--- config.mk ---
export PLATFORM = sky130hd
export DESIGN_NAME = gate_seq_ctrl
export DESIGN_NICKNAME = d
export VERILOG_FILES = /design/src/rtl/gate_seq_ctrl.sv
export SDC_FILE = /design/constraint.sdc
export NUM_CORES = 1
export LEC_CHECK = 0
export CAP_MARGIN = 5
export CORE_MARGIN = 2
export CORE_UTILIZATION = 42
export CTS_CLUSTER_DIAMETER = 200
export DETAILED_ROUTE_END_ITERATION = 12
export HOLD_SLACK_MARGIN = 0.08
export PLACE_DENSITY = 0.66
export RECOVER_POWER = 50
export SLEW_MARGIN = 25
export SYNTH_ARGS = -nofsm -noshare
export SYNTH_HDL_FRONTEND = slang
export SYNTH_SLANG_ARGS = --single-unit
--- constraint.sdc ---
create_clock -name sysclk -period 2.4 [get_ports sysclk]
set_input_delay 0.72 -clock sysclk [delete_from_list [all_inputs] [get_ports sysclk]]
set_output_delay 0.72 -clock sysclk [all_outputs]
set_load 0.01 [all_outputs]
--- src/rtl/gate_seq_ctrl.sv ---
`default_nettype none
// ============================================================================
// Module   : gate_seq_ctrl
// Purpose  : Gate-time sequencer for a frequency counter with auto-ranging.
//            It runs a continuous CLEAR -> GATE -> HOLD -> DECIDE cycle.
//            At the end of each window it either loads the display latch or
//            throws the window away and switches range.
// Ports    : sysclk, reset          - clock, synchronous active-high reset
//            auto_en, man_high      - range mode / manual range select
//            ovf, bcd_th, bcd_hun   - status of the external BCD counter
//            cnt_clr, cnt_en        - counter clear pulse / gate enable
//            latch_en, meas_valid   - display load pulse / result strobe
//            highfreq               - active range (prescaler mux, DP)
//            range_chg              - window discarded due to range switch
//            ovf_flag               - over-range flag of displayed value
// Revision : 1.0 - initial release
// ============================================================================
module gate_seq_ctrl #(
    parameter int GATE_CYCLES   = 100000000,
    parameter int SETTLE_CYCLES = 4
) (
    input  logic       sysclk,
    input  logic       reset,
    input  logic       auto_en,
    input  logic       man_high,
    input  logic       ovf,
    input  logic [3:0] bcd_th,
    input  logic [3:0] bcd_hun,
    output logic       cnt_clr,
    output logic       cnt_en,
    output logic       latch_en,
    output logic       highfreq,
    output logic       meas_valid,
    output logic       range_chg,
    output logic       ovf_flag
);

    // state_q names the phase whose outputs are loaded on the next edge.
    // The output registers therefore trail it by one cycle. This lets the
    // first cycle after reset already show cnt_clr=1 while every output
    // stays a flop.
    localparam logic [1:0] ST_CLEAR  = 2'd0;
    localparam logic [1:0] ST_GATE   = 2'd1;
    localparam logic [1:0] ST_HOLD   = 2'd2;
    localparam logic [1:0] ST_DECIDE = 2'd3;

    localparam int GCW = 27;
    localparam int SCW = 8;

    logic [1:0]     state_q,    state_d;
    logic [GCW-1:0] gate_cnt_q, gate_cnt_d;
    logic [SCW-1:0] set_cnt_q,  set_cnt_d;
    logic           clr_q,      clr_d;
    logic           en_q,       en_d;
    logic           latch_q,    latch_d;
    logic           mv_q,       mv_d;
    logic           rchg_q,     rchg_d;
    logic           ovff_q,     ovff_d;
    logic           hf_q,       hf_d;
    // The decided range is parked here.
    // It is applied only on the DECIDE-to-CLEAR edge.
    logic           hf_next_q,  hf_next_d;
    logic           w_under;

    // High-range window counted below 100: the thousands and hundreds digits
    // are both zero and the counter did not wrap.
    assign w_under = !ovf && (bcd_th == 4'd0) && (bcd_hun == 4'd0);

    always_comb begin
        state_d    = state_q;
        gate_cnt_d = gate_cnt_q;
        set_cnt_d  = set_cnt_q;
        clr_d      = 1'b0;
        en_d       = 1'b0;
        latch_d    = 1'b0;
        mv_d       = 1'b0;
        rchg_d     = 1'b0;
        ovff_d     = ovff_q;
        hf_d       = hf_q;
        hf_next_d  = hf_next_q;

        case (state_q)
            ST_CLEAR: begin
                clr_d      = 1'b1;
                hf_d       = hf_next_q;
                gate_cnt_d = GCW'(GATE_CYCLES - 1);
                state_d    = ST_GATE;
            end
            ST_GATE: begin
                en_d = 1'b1;
                if (gate_cnt_q == '0) begin
                    set_cnt_d = SCW'(SETTLE_CYCLES - 1);
                    state_d   = ST_HOLD;
                end else begin
                    gate_cnt_d = gate_cnt_q - 1'b1;
                end
            end
            ST_HOLD: begin
                if (set_cnt_q == '0) begin
                    state_d = ST_DECIDE;
                end else begin
                    set_cnt_d = set_cnt_q - 1'b1;
                end
            end
            default: begin // ST_DECIDE
                state_d = ST_CLEAR;
                if (auto_en && !hf_q && ovf) begin
                    rchg_d    = 1'b1;
                    hf_next_d = 1'b1;
                end else if (auto_en && hf_q && w_under) begin
                    rchg_d    = 1'b1;
                    hf_next_d = 1'b0;
                end else begin
                    // This branch also covers high range with ovf=1, since
                    // there is no higher range to switch to.
                    latch_d   = 1'b1;
                    mv_d      = 1'b1;
                    ovff_d    = ovf;
                    hf_next_d = auto_en ? hf_q : man_high;
                end
            end
        endcase
    end

    always_ff @(posedge sysclk) begin
        if (reset) begin
            state_q    <= ST_CLEAR;
            gate_cnt_q <= '0;
            set_cnt_q  <= '0;
            clr_q      <= 1'b0;
            en_q       <= 1'b0;
            latch_q    <= 1'b0;
            mv_q       <= 1'b0;
            rchg_q     <= 1'b0;
            ovff_q     <= 1'b0;
            hf_q       <= 1'b0;
            hf_next_q  <= 1'b0;
        end else begin
            state_q    <= state_d;
            gate_cnt_q <= gate_cnt_d;
            set_cnt_q  <= set_cnt_d;
            clr_q      <= clr_d;
            en_q       <= en_d;
            latch_q    <= latch_d;
            mv_q       <= mv_d;
            rchg_q     <= rchg_d;
            ovff_q     <= ovff_d;
            hf_q       <= hf_d;
            hf_next_q  <= hf_next_d;
        end
    end

    assign cnt_clr    = clr_q;
    assign cnt_en     = en_q;
    assign latch_en   = latch_q;
    assign meas_valid = mv_q;
    assign range_chg  = rchg_q;
    assign ovf_flag   = ovff_q;
    assign highfreq   = hf_q;

endmodule
`default_nettype wire

Word-level counts from Yosys, hierarchy flattened
Cells that the tools add are included.

Register bits: 44. Input port bits: 13. Output and inout port bits: 7. Word-level logic and storage cells: 59.

Add/sub/neg operators: 2. Equality and inequality tests: 6. Mux-type cells: 16. Bitwise gates (word level): 3. Reduce and logical (&&, ||, !) cells: 22.

Operators by type and width (count): 27-bit case mux with 2 select lines (1); 27-bit zero test (1); 27-bit two-way mux (1); 27-bit by 1-bit subtractor with 27-bit output (second input constant) (1); 8-bit two-way mux (2); 8-bit case mux with 2 select lines (1); 4-bit zero test (2); 8-bit zero test (1); 1-bit two-way mux (8); 2-bit inequality test (second input constant) (4); 8-bit by 1-bit subtractor with 8-bit output (second input constant) (1); 1-bit logical AND (6); 2-bit case mux with 3 select lines (1); 3-bit AND reduction (2); 5-bit OR reduction (1); 2-bit two-way mux (2); 2-bit AND reduction (2); 2-bit nonzero test (2); 4-bit OR reduction (1); 1-bit NOT (3); 3-bit OR reduction (1); 2-bit by 1-bit == test with 1-bit output (second input constant) (1); 2-bit == test (second input constant) (1); 1-bit zero test (2); 2-bit zero test (1).

Depth between registers and ports, before layout
Depth after elaboration: 6. Gate-level depth with buffers: 9. Mapped depth without buffers: 7.

Worst setup path after synthesis
Ideal clock, no wire load.

Path type: reg2reg. From: reg gate_cnt_q[0]. To: reg state_q[0]. Arrival: 2.525 ns. Setup slack: -0.196 ns. Cell stages (with the launch flop): 9. Buffers on the path: 1. Clock period less this slack: 2.596 ns. Path through: dfxtp_1 inv_1 ha_1 or4b_4 or4_4 buf_6 o21a_4 or4_1 a21oi_1.

Longest elaborated chain between the ends: 3.

RTL lines: start, declared (line 51) `logic [GCW-1:0] gate_cnt_q, gate_cnt_d;`; start signal, assigned (line 140) `gate_cnt_q <= gate_cnt_d;`; 27-bit zero test (line 91) `if (gate_cnt_q == '0) begin`; 2-bit inequality test (no source line); 2-bit AND reduction (no source line); end signal, assigned (line 139) `state_q <= state_d;`; end, declared (line 50) `logic [1:0] state_q, state_d;`.

No other way between the ends. A chain may end at the register's enable or synchronous reset.

Worst setup path in the final report
Ends and elaborated chain as after synthesis.

==> impl_summary.txt <==
----------------------------------------------------
[Timing]
  Highest clock frequency the design can meet ... 403 MHz
  Part of the cycle the worst path needs ... 103%
  Count of final max-slew check failures ... 0
  Clock period minus worst slack ... 2.48 ns
  Slew Limit Headroom ... 60.5%
  Count of final hold-check violations ... 0
  Crit path setup slack, layout ... -0.0804 ns
  Largest clock skew in the final design ... 0.0117 ns
  Final number of setup-violating endpoints ... 7
  Unrepaired setup endpoints after global routing ... true
  Worst slew pin tran ... 0.588 ns
  Smallest hold slack ... 0.495 ns

[GRT]
  Maximum number of pins on one net before global-route repair ... 16
  First-pass GRT wire length ... 10.9 mm
  Overflow left after global routing ... 0
  Total routing usage reported by global routing ... 21.7%
  Number of antenna violations at the first check in global routing ... 0
  Via count of the first global-routing pass ... 2292

[Clock tree]
  Clock latency reported for the late side of the worst-skew pair ... 0.30 ns
  Buffers from clock root to sink, at most ... 2
  CTS Root Cell ... clkbuf_8
  CTS Hold Bufs ... 0
  CTS clk-pin slew, worst paths ... 0.08 ns
  # H-tree levels ... 2
  TritonCTS buffer count ... 5
  Clock tree from TritonCTS ... done
  Sinks on the clock net ... 44

[Worst setup path]
  Worst Reg-to-Reg Cells ... 7
  Required arrival time at the worst endpoint ... 2.64 ns
  Peak per-stage delay on the critical path ... 0.54 ns
  Maximum fanout along the worst path ... 6
  Critical setup path kind ... flop to flop
  Critical path startpoint category ... flop
  List of cells traversed by the critical path ... inv_2, ha_4, or4b_4, or4_4, o21a_4, or4_4, a21oi_2
  R2R Setup Slk ... -0.08 ns
  Most Frequent Cell on Critical Path ... or4_4
  Arrival time of data at the critical path endpoint ... 2.72 ns
  Max stage delay cell, worst path ... or4_4
  Type of destination of the critical path ... flop

[Synth]
  Synth Register Bits ... 44
  Cell types with the highest counts after synthesis ... 44 x dfxtp_1, 30 x a21oi_1, 27 x nor2_1
  Primary flip-flop cell chosen by synthesis mapping ... dfxtp_1
  Ys async rst share ... 0%
  Fraction of post-synthesis cell area in the top cell type by area ... 36.3%
  Post-synth EDFFs ... 0
  Yosys warning count ... 0
  Most common cell in the netlist ... dfxtp_1
  Post-Syn Instances ... 288
  Yosys top cell by area ... dfxtp_1
  Post-Syn Nets ... 308
  Avg Synthesized Cell Area ... 8.43 sq um
  Count of different cell masters after synthesis ... 45
  Sequential share of the synthesized area ... 36.3%
  Top cells by area in the synthesized netlist ... dfxtp_1 36%, a21oi_1 6.2%, nor2_1 4.2%
  Cell area after synthesis ... 2430 sq um

[Floorplanning]
  Area of the core ... 5540 sq um
  Cell Rows ... 27
  Vertical extent of the die ... 80.0 um
  X dimension of the die ... 80.0 um
  Initial Util ... 43.8%
  Total Die Area ... 6400 sq um
  Number of I/O pins ... 20

[Detailed routing]
  Residual DRC ... 0
  Number of DRC markers in iteration 0 ... 147
  Wire length reported by the detailed router ... 6.51 mm
  Number of vias per cell ... 5.71
  Routed length per instance ... 15.4 um
  First-pass iteration count of the detailed router ... 4
  Residual antenna-violating net count after detailed routing ... 0
  Number of vias in the routed layout ... 2414

[Place]
  Detail Placement HPWL ... 4.62 mm
  Quantity of I/O buffers inserted on ports ... 19
  Number of placed instances, taps included ... 407
  Gp weighted congestion ... 0.849

[Outcome]
  Violations in the final reports ... negative setup slack
  Result of the run ... finished with violations

[Hold path]
  Hold depth ... 2
  Worst hold path type ... flop to flop

[Pwr]
  Max VDD drop ... 0.000862 V
  Leakage power summed over all cells ... 1.22 nW
  Power per cell area ... 1300 nW/um^2

[Flow run]
  Max-cap violations ... 0

[Layout]
  Syn-to-layout area delta ... 32.0%
  Fin nets ... 371
  Share of final-layout standard cells stronger than drive strength 1 ... 23.6%
  Non-filler instance count after layout ... 423
  Final antenna diode count ... 0

----------------------------------------------------
==> placed cells by master, fill, tap and decap left out, drive strengths merged, types with 4 or more instances in the layout <==
master	instances
o211ai	6
nor4	8
o31ai	8
nand2	15
clkbuf	10
nand3	6
ha	7
or3	10
nor3	15
buf	49
nor4b	4
clkdlybuf4s50	11
dfxtp	44
xor2	7
or4	16
a21oi	30
o21ai	13
inv	9
nor2	27
nand4	4
dlygate4sd3	8
nand2b	4
or2	4
==> through the flow <==
stage	TNS [ns]	worst slack (ns)	total power, mW	util (%)	instance area (sq um)
CTS	-0.0670	-0.0464	3.98	55.7	3090
floorplan	-0.0749	-0.0526	2.60	-	2430
detailed placement	-0.0496	-0.0441	3.42	53.4	2960
global route	-1.26	-0.157	4.51	57.8	3200
global placement	0	0.00921	3.36	53.4	2960
finish	-0.247	-0.0804	4.17	57.8	3200
==> per-layer routing <==
layer	track usage, %	wire length (um)	up-vias	part of all wire, %
li1	-	-	1221	-
met1	27.9	3040	1140	47
met2	35.0	3150	40	48
met3	4.30	203	13	3.1
met4	9.49	112	0	1.7
met5	0	0	-	0
==> registers in the layout, summed over array words and instances, names as in the netlist <==
signal,count
gate_cnt_q,27
set_cnt_q,8
state_q,2
cnt_clr,1
cnt_en,1
hf_next_q,1
highfreq,1
meas_valid,1
ovf_flag,1
range_chg,1
==> cells by family after synthesis <==
group,synth area share (%)
multiplexers,2.16
AO/OA/AOI/OAI,21.5
flip-flops,36.3
AND/OR/NAND/NOR,28.1
XOR/XNOR,3.61
adder cells (fa/ha/maj),3.61
buffers and inverters,4.69
==> layout make-up <==
| class | count | area, sq um |
|---|---|---|
| Fill cell | 508 | 2340 |
| Multi-Input combinational cell | 220 | 1520 |
| Sequential cell | 44 | 882 |
| Timing Repair Buffer | 71 | 584 |
| Clock buffer | 7 | 96.3 |
| Tap cell | 72 | 90.1 |
| Inverter | 9 | 33.8 |
==> power by group <==
group | switching [mW] | internal, mW | leakage (nW)
logic | 1.34 | 1.12 | 0.804
registers | 0.209 | 0.984 | 0.363
clock network | 0.257 | 0.257 | 0.0503
==> worst paths after layout <==
kind,start,end
hold reg to reg,ovf_flag$_SDFFE_PP0P_,ovf_flag$_SDFFE_PP0P_
setup / recovery,gate_cnt_q[0]$_SDFFE_PP0P_,state_q[0]$_SDFFE_PP0P_
setup reg to reg,gate_cnt_q[0]$_SDFFE_PP0P_,state_q[0]$_SDFFE_PP0P_
hold / removal,ovf_flag$_SDFFE_PP0P_,ovf_flag$_SDFFE_PP0P_
==> worst max-delay path: cells and delay by family, from the launching register on <==
kind / cells / cell delay, ns
adder cells (fa/ha/maj): 1 / 0.13
flip-flops: 1 / 0.33
AO/OA/AOI/OAI: 2 / 0.39
AND/OR/NAND/NOR: 3 / 1.51
buffers and inverters: 1 / 0.07
==> what timing repair did <==
item	CTS	global route
buffers inserted	1	7
endpoints found under the setup margin	4	24
pin swaps	1	14
gates resized for setup	1	20
gates cloned	1	0
Note: power is estimated with default switching activity, not from simulation.
==> RTL edit (config.mk and constraints unchanged) <==
Remove the register `clr_q`: a continuous assignment takes its place, so the output `cnt_clr` follows one clock earlier.
--- a/src/rtl/gate_seq_ctrl.sv
+++ b/src/rtl/gate_seq_ctrl.sv
@@ -127,7 +127,6 @@
             state_q    <= ST_CLEAR;
             gate_cnt_q <= '0;
             set_cnt_q  <= '0;
-            clr_q      <= 1'b0;
             en_q       <= 1'b0;
             latch_q    <= 1'b0;
             mv_q       <= 1'b0;
@@ -139,7 +138,6 @@
             state_q    <= state_d;
             gate_cnt_q <= gate_cnt_d;
             set_cnt_q  <= set_cnt_d;
-            clr_q      <= clr_d;
             en_q       <= en_d;
             latch_q    <= latch_d;
             mv_q       <= mv_d;
@@ -149,6 +147,8 @@
             hf_next_q  <= hf_next_d;
         end
     end
+
+    assign clr_q = clr_d;
 
     assign cnt_clr    = clr_q;
     assign cnt_en     = en_q;
Check against the original RTL: not equivalent (a bounded check fails within 4 cycles, from zero or initial values and one cycle with reset high).
==> RTL edit against the unedited design <==
  * Wire length fell by 12%
  * The flow still finishes with violations (setup timing)
  * Final cell count fell by 6.9%
  * Clock skew fell by 0.0037 ns
  * Power fell by 9.5%
  * Cell area fell by 5.6%
  * Critical path type unchanged
  * Highest routed layer unchanged
  * Maximum frequency rose by 0.88%
  * Count of clock-buffer cells in the layout did not move
  * Synthesized area fell by 6.3%
  * Sequential cell count fell by 1
  * Sequential power fell by 5%
  * Largest cell class unchanged
  * Largest power group unchanged
  * Worst setup slack improved by 0.022 ns
==> RTL edit: results (changes against the unedited design) <==
Status
  – Status: finished with violations
  – Failing checks: setup timing

Route
  – WL met1: 2750 um (-9.8%)
  – Met3 routed WL: 169 um (-17%)
  – Routed wire length: 5720 um (-12%)
  – Vias: 2284 (-5.4%)
  – Routed WL per cell: 14.5 um (-5.6%)
  – Iter 0 DRT Violations: 78 (-47%)
  – Metal2 WL: 2730 um (-13%)
  – Drt pass-1 iters: 4 (unchanged)

GRT
  – First-pass GRT wire length: 9260 um (-15%)
  – Gr usage total: 19.0% (-2.7 points)
  – Initial antenna violation count: 0 (unchanged)
  – Largest net degree at the start of global routing: 26 (+10)
  – Vias in the first global route: 2060 (-10%)

Min path
  – Hold Crit Depth: 2 (unchanged)
  – WHS Endpoint: gate_cnt_q[9]
  – Worst Hold Class: reg -> reg
  – Worst Hold Launch: gate_cnt_q[9]

Layout
  – Fraction of layout cells with a size suffix above 1: 27.2% (+3.5 points)
  – Final #Nets: 343 (-7.5%)
  – Filler cell count: 450 (-11%)
  – Top reg by flops: gate_cnt_q

Logic synthesis
  – Net Count, Synth: 292 (-5.2%)
  – EDFF count, synth: 0 (unchanged)
  – Syn_area_per_cell: 8.36 um2 (-0.83%)
  – Top cells by area, synth: dfxtp_1, or4_1, o31ai_1
  – Netlist cell types: 47 (+4.4%)
  – Top cell type's share of synthesized area: 37.9% (+1.6 points)
  – Post-synthesis async set-or-reset flop share: 0% (unchanged)
  – Synth cell count leaders: dfxtp_1, nor2_1, or4_1
  – Register area share after synthesis: 37.9% (+1.6 points)

STA
  – Final setup viols: 1 (-6)
  – Setup ws final: -0.0587 ns (+0.0217 ns)
  – Sum of negative setup slack: -0.0587 ns (+0.189 ns)
  – Clock Skew: 0.00802 ns (-0.00366 ns)
  – Slew margin rel.: 50.3% (-10 points)

Clock tree
  – Clk Latency, worst-skew pair: 0.30 ns (about the same)
  – Clock root buffer master: clkbuf_8

Worst setup path
  – Reg-to-reg startpoint: gate_cnt_q[4]
  – Reg2reg end: gate_cnt_q[18]
  – CP arrival: 2.68 ns (-0.04 ns)
  – Worst path slowest cell: or4_4
  – Crit-path max FO: 6 (unchanged)
  – Worst path max stage delay: 0.58 ns (+0.04 ns)
  – R2R depth: 5 (-2)

Placed design
  – PortBufs: 19 (unchanged)
  – Placed insts: 381 (-6.4%)
  – Post-DP HPWL: 4130 um (-11%)
  – Placer Congestion: 0.796 (-6.3%)

Power
  – VDD IR max: 0.000707 V (-18%)
  – Leakage: 1.14 nW (-6.3%)
==> RTL edit: changes by cell type after synthesis, moves of 5 or more <==
| cell | unedited run | this run |
|---|---|---|
| a21oi_1 | 30 | 15 |
| o31ai_1 | 8 | 13 |
| xor2_1 | 7 | 1 |
| or3_1 | 10 | 15 |
| o211ai_1 | 6 | 1 |
| a31oi_1 | 2 | 15 |
==> RTL edit: cell families after synthesis <==
| group | Yosys count | share of synthesized area (%) |
|---|---|---|
| buffers and inverters | 27 | 4.73 |
| DFF | 43 | 37.9 |
| muxes | 5 | 2.31 |
| adders and majority gates | 7 | 3.85 |
| xor gates and xnor gates | 1 | 0.385 |
| AOI/OAI and AO/OA | 70 | 20.1 |
| and+or+nand+nor | 119 | 30.7 |
==> RTL edit: worst max path at each step <==
stage,start,cells after the start,end
6_report,gate_cnt_q[4],5,gate_cnt_q[18]
5_1_grt,gate_cnt_q[4],5,gate_cnt_q[18]
4_1_cts,gate_cnt_q[0],7,gate_cnt_q[18]
3_5_place_dp,gate_cnt_q[0],7,gate_cnt_q[18]
3_3_place_gp,gate_cnt_q[0],7,gate_cnt_q[18]
2_1_floorplan,gate_cnt_q[0],9,gate_cnt_q[18]
==> RTL edit: worst reg2reg max path, delay by kind of cell (launching register included) <==
family | cells | cell delay [ns]
flops | 1 | 0.32
simple gates | 4 | 1.93
compound gates | 1 | 0.13
==> RTL edit: power breakdown <==
group / internal (mW) / switching [mW] / total (mW)
clock network: 0.205 / 0.244 / 0.448
logic: 1.02 / 1.18 / 2.20
registers: 0.943 / 0.185 / 1.13
==> RTL edit: repair_timing <==
item	CTS	global route
pin swaps	0	16
endpoints found under the setup margin	7	22
hold endpoints to repair	0	0
hold buffers	0	0
buffers inserted	0	4
gates resized for setup	4	26
cloned	0	1
==> RTL edit: per-stage QoR <==
| stage | setup WS, ns | instance area, um2 | hold WS, ns | utilization, % |
|---|---|---|---|---|
| floorplan | -0.212 | 2280 | 0.435 | - |
| global placement | -0.0705 | 2790 | 0.451 | 53.9 |
| detailed placement | -0.119 | 2790 | 0.459 | 53.9 |
| CTS | -0.0672 | 2890 | 0.473 | 55.8 |
| global route | -0.122 | 3030 | 0.492 | 58.5 |
| finish | -0.0587 | 3030 | 0.475 | 58.5 |
==> RTL edit: cell type report <==
cell class	instances	area [um2]	share of cell area, %
Sequential cell	43	865	28.6
Multi-Input combinational cell	202	1420	46.9
Timing Repair Buffer	61	536	17.7
Clock inverter	1	5.00	0.165
Inverter	10	37.5	1.24
Tap cell	70	87.6	2.89
Clock buffer	7	76.3	2.52
==> RTL edit: layer usage <==
metal  track usage (%)  vias up
li1                  -     1150
met1              24.9     1093
met2              31.0       33
met3              3.84        8
met4              6.61        0
met5                 0        -
